File: config.mk
export PLATFORM = sky130hd
export DESIGN_NAME = seg_scan_ctrl
export DESIGN_NICKNAME = d
export VERILOG_FILES = /design/src/rtl/seg_scan_pkg.sv /design/src/rtl/seg_hex_decode.sv /design/src/rtl/seg_scan_ctrl.sv
export SDC_FILE = /design/constraint.sdc
export NUM_CORES = 1
export LEC_CHECK = 0
export ABC_AREA = 1
export BUFFER_PORTS_ARGS = -buffer_cell sky130_fd_sc_hd__clkbuf_2
export CELL_PAD_IN_SITES_DETAIL_PLACEMENT = 0
export CELL_PAD_IN_SITES_GLOBAL_PLACEMENT = 1
export CORE_ASPECT_RATIO = 1.2
export CORE_MARGIN = 10
export CORE_UTILIZATION = 41
export DETAILED_ROUTE_END_ITERATION = 6
export PLACE_DENSITY = 0.85
export SLEW_MARGIN = 20
export SYNTH_ARGS = -nofsm -noshare
export SYNTH_HDL_FRONTEND = slang
export SYNTH_HIERARCHICAL = 1
export SYNTH_SLANG_ARGS = --single-unit
File: constraint.sdc
create_clock -name clk_1kHz -period 2.8 [get_ports clk_1kHz]
set_clock_uncertainty 0.1 [all_clocks]
set_input_delay 0.42 -clock clk_1kHz [delete_from_list [all_inputs] [get_ports clk_1kHz]]
set_output_delay 0.42 -clock clk_1kHz [all_outputs]
set_load 0.005 [all_outputs]
File: src/rtl/seg_scan_pkg.sv
// Shared types and constants for the 8-digit seven-segment scan controller.
// Optional build macro SEG_LZS_EN (leading-zero suppression) is consumed in seg_scan_ctrl.
package seg_scan_pkg;

    localparam int unsigned NUM_DIGITS = 8;
    localparam int unsigned DIGIT_W    = 3;
    localparam int unsigned HEX_W      = 4;
    localparam int unsigned DATA_W     = 5;
    localparam int unsigned SEG_W      = 8;
    localparam int unsigned BLANK_W    = 4;
    localparam int unsigned BLINK_W    = 8;

    localparam logic [SEG_W-1:0]      SEG_BLANK = 8'hFF;
    localparam logic [NUM_DIGITS-1:0] CS_NONE   = 8'hFF;

    typedef enum logic {
        ST_SHOW  = 1'b0,
        ST_BLANK = 1'b1
    } state_e;

    typedef struct packed {
        logic             dot;
        logic [HEX_W-1:0] hex;
    } digit_t;

    // Active-low one-hot digit select for digit index idx.
    function automatic logic [NUM_DIGITS-1:0] cs_onehot(input logic [DIGIT_W-1:0] idx);
        logic [NUM_DIGITS-1:0] one;
        one = NUM_DIGITS'(1);
        return ~(one << idx);
    endfunction

endpackage

File: src/rtl/seg_hex_decode.sv
// Combinational hex-to-segment table, active-low {dp,g,f,e,d,c,b,a}.
module seg_hex_decode
    import seg_scan_pkg::*;
(
    input  logic [HEX_W-1:0] hex_i,
    input  logic             dot_i,
    output logic [SEG_W-1:0] seg_o_c
);

    logic [SEG_W-2:0] glyph;

    always_comb begin
        glyph = 7'h7F;
        case (hex_i)
            4'h0: glyph = 7'h40;
            4'h1: glyph = 7'h79;
            4'h2: glyph = 7'h24;
            4'h3: glyph = 7'h30;
            4'h4: glyph = 7'h19;
            4'h5: glyph = 7'h12;
            4'h6: glyph = 7'h02;
            4'h7: glyph = 7'h78;
            4'h8: glyph = 7'h00;
            4'h9: glyph = 7'h10;
            4'hA: glyph = 7'h08;
            4'hB: glyph = 7'h03;
            4'hC: glyph = 7'h46;
            4'hD: glyph = 7'h21;
            4'hE: glyph = 7'h06;
            4'hF: glyph = 7'h0E;
            default: glyph = 7'h7F;
        endcase
    end

    assign seg_o_c = {~dot_i, glyph};

endmodule

File: src/rtl/seg_scan_ctrl.sv
// Multiplexed 8-digit seven-segment scanner with dead-time, per-digit blink and frame tick.
// Define SEG_LZS_EN to suppress leading zero digits (digit 0 always shown).
module seg_scan_ctrl
    import seg_scan_pkg::*;
#(
    parameter int unsigned BLANK_TICKS       = 1,
    parameter int unsigned BLINK_HALF_FRAMES = 32
) (
    input  logic        clk_1kHz,
    input  logic        rst_n,
    input  logic        wr_en,
    input  logic [2:0]  wr_addr,
    input  logic [4:0]  wr_data,
    input  logic        scan_en,
    input  logic [7:0]  blink_mask,
    output logic [7:0]  cs,
    output logic [7:0]  seg,
    output logic        frame_done
);

    state_e               state_q, state_d;
    logic [BLANK_W-1:0]   blank_cnt_q, blank_cnt_d;
    logic [DIGIT_W-1:0]   slot_q, slot_d;
    logic [DIGIT_W-1:0]   ptr_q, ptr_d;
    logic [BLINK_W-1:0]   blink_cnt_q, blink_cnt_d;
    logic                 blink_phase_q, blink_phase_d;
    digit_t               digit_q [NUM_DIGITS];
    digit_t               digit_d [NUM_DIGITS];
    logic [NUM_DIGITS-1:0] cs_q, cs_d;
    logic [SEG_W-1:0]     seg_q, seg_d;
    logic                 frame_done_q, frame_done_d;

    logic                 enter_show;
    logic [DIGIT_W-1:0]   show_idx;
    logic [SEG_W-1:0]     dec_seg;
    logic [NUM_DIGITS-1:0] lzs_sup;
    logic                 suppress;

    // Digit register file: a write lands at the edge, so same-edge reads see the old value.
    always_comb begin
        digit_d = digit_q;
        if (wr_en) begin
            digit_d[wr_addr] = digit_t'(wr_data);
        end
    end

    // Scan enable is sampled at the slot boundary; a disabled scan pins the pointer to digit 0.
    assign show_idx = scan_en ? ptr_q : DIGIT_W'(0);

    seg_hex_decode u_dec (
        .hex_i   (digit_q[show_idx].hex),
        .dot_i   (digit_q[show_idx].dot),
        .seg_o_c (dec_seg)
    );

`ifdef SEG_LZS_EN
    // Leading-zero run from digit 7 downward; digit 0 is never part of it.
    always_comb begin
        logic zero_run;
        lzs_sup  = '0;
        zero_run = 1'b1;
        for (int k = NUM_DIGITS - 1; k >= 1; k--) begin
            zero_run   = zero_run & (digit_q[k] == '0);
            lzs_sup[k] = zero_run;
        end
    end
`else
    assign lzs_sup = '0;
`endif

    assign suppress = (blink_phase_q & blink_mask[show_idx]) | lzs_sup[show_idx];

    // State register.
    always_ff @(posedge clk_1kHz or negedge rst_n) begin
        if (!rst_n) begin
            state_q       <= ST_BLANK;
            blank_cnt_q   <= '0;
            slot_q        <= '0;
            ptr_q         <= '0;
            blink_cnt_q   <= '0;
            blink_phase_q <= 1'b0;
            cs_q          <= CS_NONE;
            seg_q         <= SEG_BLANK;
            frame_done_q  <= 1'b0;
            for (int k = 0; k < NUM_DIGITS; k++) begin
                digit_q[k] <= '0;
            end
        end else begin
            state_q       <= state_d;
            blank_cnt_q   <= blank_cnt_d;
            slot_q        <= slot_d;
            ptr_q         <= ptr_d;
            blink_cnt_q   <= blink_cnt_d;
            blink_phase_q <= blink_phase_d;
            cs_q          <= cs_d;
            seg_q         <= seg_d;
            frame_done_q  <= frame_done_d;
            digit_q       <= digit_d;
        end
    end

    // Next-state: one show cycle, BLANK_TICKS dead cycles, then the next slot.
    always_comb begin
        state_d       = state_q;
        blank_cnt_d   = blank_cnt_q;
        slot_d        = slot_q;
        ptr_d         = ptr_q;
        blink_cnt_d   = blink_cnt_q;
        blink_phase_d = blink_phase_q;
        enter_show    = 1'b0;

        unique case (state_q)
            ST_SHOW: begin
                if (BLANK_TICKS == 0) begin
                    enter_show = 1'b1;
                end else begin
                    state_d     = ST_BLANK;
                    blank_cnt_d = BLANK_W'(BLANK_TICKS - 1);
                end
            end
            ST_BLANK: begin
                if (blank_cnt_q == '0) begin
                    enter_show = 1'b1;
                end else begin
                    blank_cnt_d = blank_cnt_q - BLANK_W'(1);
                end
            end
        endcase

        if (enter_show) begin
            state_d = ST_SHOW;
            slot_d  = slot_q + DIGIT_W'(1);
            ptr_d   = scan_en ? (ptr_q + DIGIT_W'(1)) : DIGIT_W'(0);
            // Blink counts frame ticks; the new phase applies from the following slot.
            if (slot_q == DIGIT_W'(NUM_DIGITS - 1)) begin
                if (blink_cnt_q == BLINK_W'(BLINK_HALF_FRAMES - 1)) begin
                    blink_cnt_d   = '0;
                    blink_phase_d = ~blink_phase_q;
                end else begin
                    blink_cnt_d = blink_cnt_q + BLINK_W'(1);
                end
            end
        end
    end

    // Output decode, registered on the edge that enters the next state.
    always_comb begin
        cs_d         = CS_NONE;
        seg_d        = SEG_BLANK;
        frame_done_d = 1'b0;
        if (enter_show) begin
            cs_d         = cs_onehot(show_idx);
            seg_d        = suppress ? SEG_BLANK : dec_seg;
            frame_done_d = (slot_q == DIGIT_W'(NUM_DIGITS - 1));
        end
    end

    assign cs         = cs_q;
    assign seg        = seg_q;
    assign frame_done = frame_done_q;

endmodule

==> flow_metrics.env <==
export IMPL_setup_violations=0
export IMPL_clock_latency_ns=0.36
export IMPL_clkTransAtPathRegs_ns=0.08
export IMPL_critPathKind="reg -> reg"
export IMPL_p_int_w=0.00191
export IMPL_cpPeakStageDelay_ns=0.50
export IMPL_layout_common_cells="nand2_1 (172), dfrtp_1 (60), inv_1 (40)"
export IMPL_drt_pre_antenna_iters=4
export IMPL_syn_inst=455
export IMPL_io_pins=37
export IMPL_grt_max_degree=74
export IMPL_critical_path_arrival_ns=2.67
export IMPL_cp_common_cell="nand2_1"
export IMPL_cts_inserted_buffers=9
export IMPL_syn_area_per_cell_sq_um=8.19
export IMPL_layout_commonest_cell="nand2_1"
export IMPL_crit_buf_inv=2
export IMPL_syn_nets=487
export IMPL_syn_area_sq_um=3730
export IMPL_grt_pass1_wl_mm=14.6
export IMPL_fin_cells=624
export IMPL_power_frac_comb_pct=16.8
export IMPL_cp_end_kind="flip-flop"
export IMPL_dieWidth_um=107
export IMPL_drive_above_1_share_pct=17.7
export IMPL_dp_cells=608
export IMPL_rows=38
export IMPL_required_ns=2.98
export IMPL_relSlewSlack_pct=40.0
export IMPL_ant_nets=0
export IMPL_period_share_pct=88.9
export IMPL_rsz0062_at_grt="false"
export IMPL_pwr_density_cell_nw_per_um2=625
export IMPL_die_h_um=124
export IMPL_drtIter0Drc=136
export IMPL_area_growth_pct=14.2
export IMPL_antenna_cells=0
export IMPL_grt_pass1_vias=3034
export IMPL_yosysUniqueCellTypes=25
export IMPL_fin_crit_ns=2.49
export IMPL_hold_violations=0
export IMPL_fill_cells=921
export IMPL_switching_share_pct=28.4
export IMPL_antenna_found_initial=0
export IMPL_initial_core_util_pct=41.7
export IMPL_cts_resized_gates=0
export IMPL_p_sw_w=0.000756
export IMPL_cp_slowest_cell="dfrtp_1"
export IMPL_post_cts_buffers=0
export IMPL_port_buffers=36
export IMPL_p_seq_share_pct=48.9
export IMPL_tightest_slew_ns=0.900
export IMPL_synth_seq_cells=77
export IMPL_place_gp_congestion=0.841
export IMPL_h_tree_depth=3
export IMPL_max_cap_viol_count=0
export IMPL_ys_warn_count=6
export IMPL_clk_path_buf_depth=2
export IMPL_ys_seq_area_share_pct=52.2
export IMPL_power_w=0.00266
export IMPL_fin_ws_ns=0.312
export IMPL_finalNetCount=531
export IMPL_cts_root_buf="clkbuf_8"
export IMPL_drc=0
export IMPL_core_area_sq_um=8940
export IMPL_p_leak_nw=2.16
export IMPL_fmax_mhz=402
export IMPL_dp_hpwl_mm=5.94
export IMPL_grt_usage_pct=13.3
export IMPL_wl_per_cell_um=13.1
export IMPL_drt_total_wl_mm=8.20
export IMPL_path_cells="inv_2 > nand2_1 > nor2_2 > nand2_1 > nand4_1 > nand2_1 > nand2_1 > inv_1 > ha_1 > nand2_1 > nand3_1 > nand2_1 > nor2_1 > nand2_1"
export IMPL_status="complete, no violations"
export IMPL_cts_sinks=77
export IMPL_min_path_type="in -> async"
export IMPL_die_area_sq_um=13300
export IMPL_clkPwrFrac_pct=34.3
export IMPL_fin_setup_tns_ns=0
export IMPL_fin_util_pct=47.6
export IMPL_vias=3022
export IMPL_tritoncts="built"
export IMPL_cts_hold_buf=0
export IMPL_viasPerCell=4.84
export IMPL_cpLargestDelayFamily="simple AND/OR/NAND/NOR gates"
export IMPL_final_max_slew_viol_count=0
export IMPL_critPathMaxFanout=10
export IMPL_place_worst_setup_slack_ns=0.251
export IMPL_ir_drop_mv=0.284
export IMPL_grt_remaining_overflow=0
export IMPL_startpoint_type="flip-flop"
[layer usage]
| layer | routed length, um | up-vias | global-route usage [%] |
|---|---|---|---|
| met2 | 3930 | 65 | 21.1 |
| met3 | 417 | 12 | 3.26 |
| met4 | 150 | 0 | 6.23 |
| li1 | - | 1537 | - |
| met5 | 0 | - | 0 |
| met1 | 3690 | 1408 | 16.6 |
[layout make-up]
class                      instances  area, sq um  area share, %
clock buffer                      11          131           3.08
clock inverter                     5         85.1           2.00
inverter                          44          165           3.88
multi-input combinational        325         1550           36.4
sequential                        77         1950           45.7
tap                              120          150           3.53
timing repair buffer              42          228           5.35
[registers in the layout, indices dropped and copies added, names as in the netlist]
register,flops
cs,8
seg,8
blink_phase_q,1
frame_done,1
blink_cnt_q,8
ptr_q,3
digit_q,40
state_q,1
blank_cnt_q,4
slot_q,3
[power groups by stage]
stage	Sequential (W)	Clock, W	Combinational [W]
floorplan	0.00130	0	0.000347
global placement	0.00132	0	0.000439
detailed placement	0.00132	0	0.000452
CTS	0.00130	0.000941	0.000455
global route	0.00132	0.000997	0.000542
finish	0.00130	0.000913	0.000448
[Yosys cell counts (all sizes together)]
cell   instances  area share (%)
nor2          33             3.8
inv           44             4.4
nand2        175              18
nand4         14             2.3
a21oi          6            0.81
buf            9             1.7
nand3         27             3.9
o22ai          1            0.17
nor3           2            0.57
ha            12             4.0
dfstp         17              12
dfrtp         60              40
o21ai         48             6.5
xor2           2            0.47
xnor2          5             1.2
[per-stage QoR]
step	instance area, sq um	hold WS (ns)
2_1_floorplan	3730	0.0244
3_3_place_gp	4040	0.366
3_5_place_dp	4040	0.373
4_1_cts	4260	0.124
5_1_grt	4260	0.163
6_report	4260	0.0841
[path summary, 6_finish.rpt]
kind / startpoint / endpoint / depth (start not counted) / slack (ns)
max: ptr_q[0] / seg[3] / 14 / 0.31
min: rst_n / blink_cnt_q[3] / 1 / 0.08
max reg2reg: ptr_q[0] / seg[3] / 14 / 0.31
min reg2reg: slot_q[0] / slot_q[0] / 1 / 0.39
max in group asynchronous: rst_n / cs[3] / 2 / 1.80
min in group clk_1kHz: wr_data[3] / digit_q[3] / 3 / 0.31
[logic make-up after synthesis]
| family | after synthesis | share of synthesized area [%] |
|---|---|---|
| xor gates and xnor gates | 7 | 1.64 |
| AOI/OAI and AO/OA | 55 | 7.52 |
| and+or+nand+nor | 251 | 28.4 |
| buffers and inverters | 53 | 6.14 |
| adders and majority gates | 12 | 4.03 |
| DFF | 77 | 52.2 |
No activity file was read; power rests on OpenSTA's default activity.
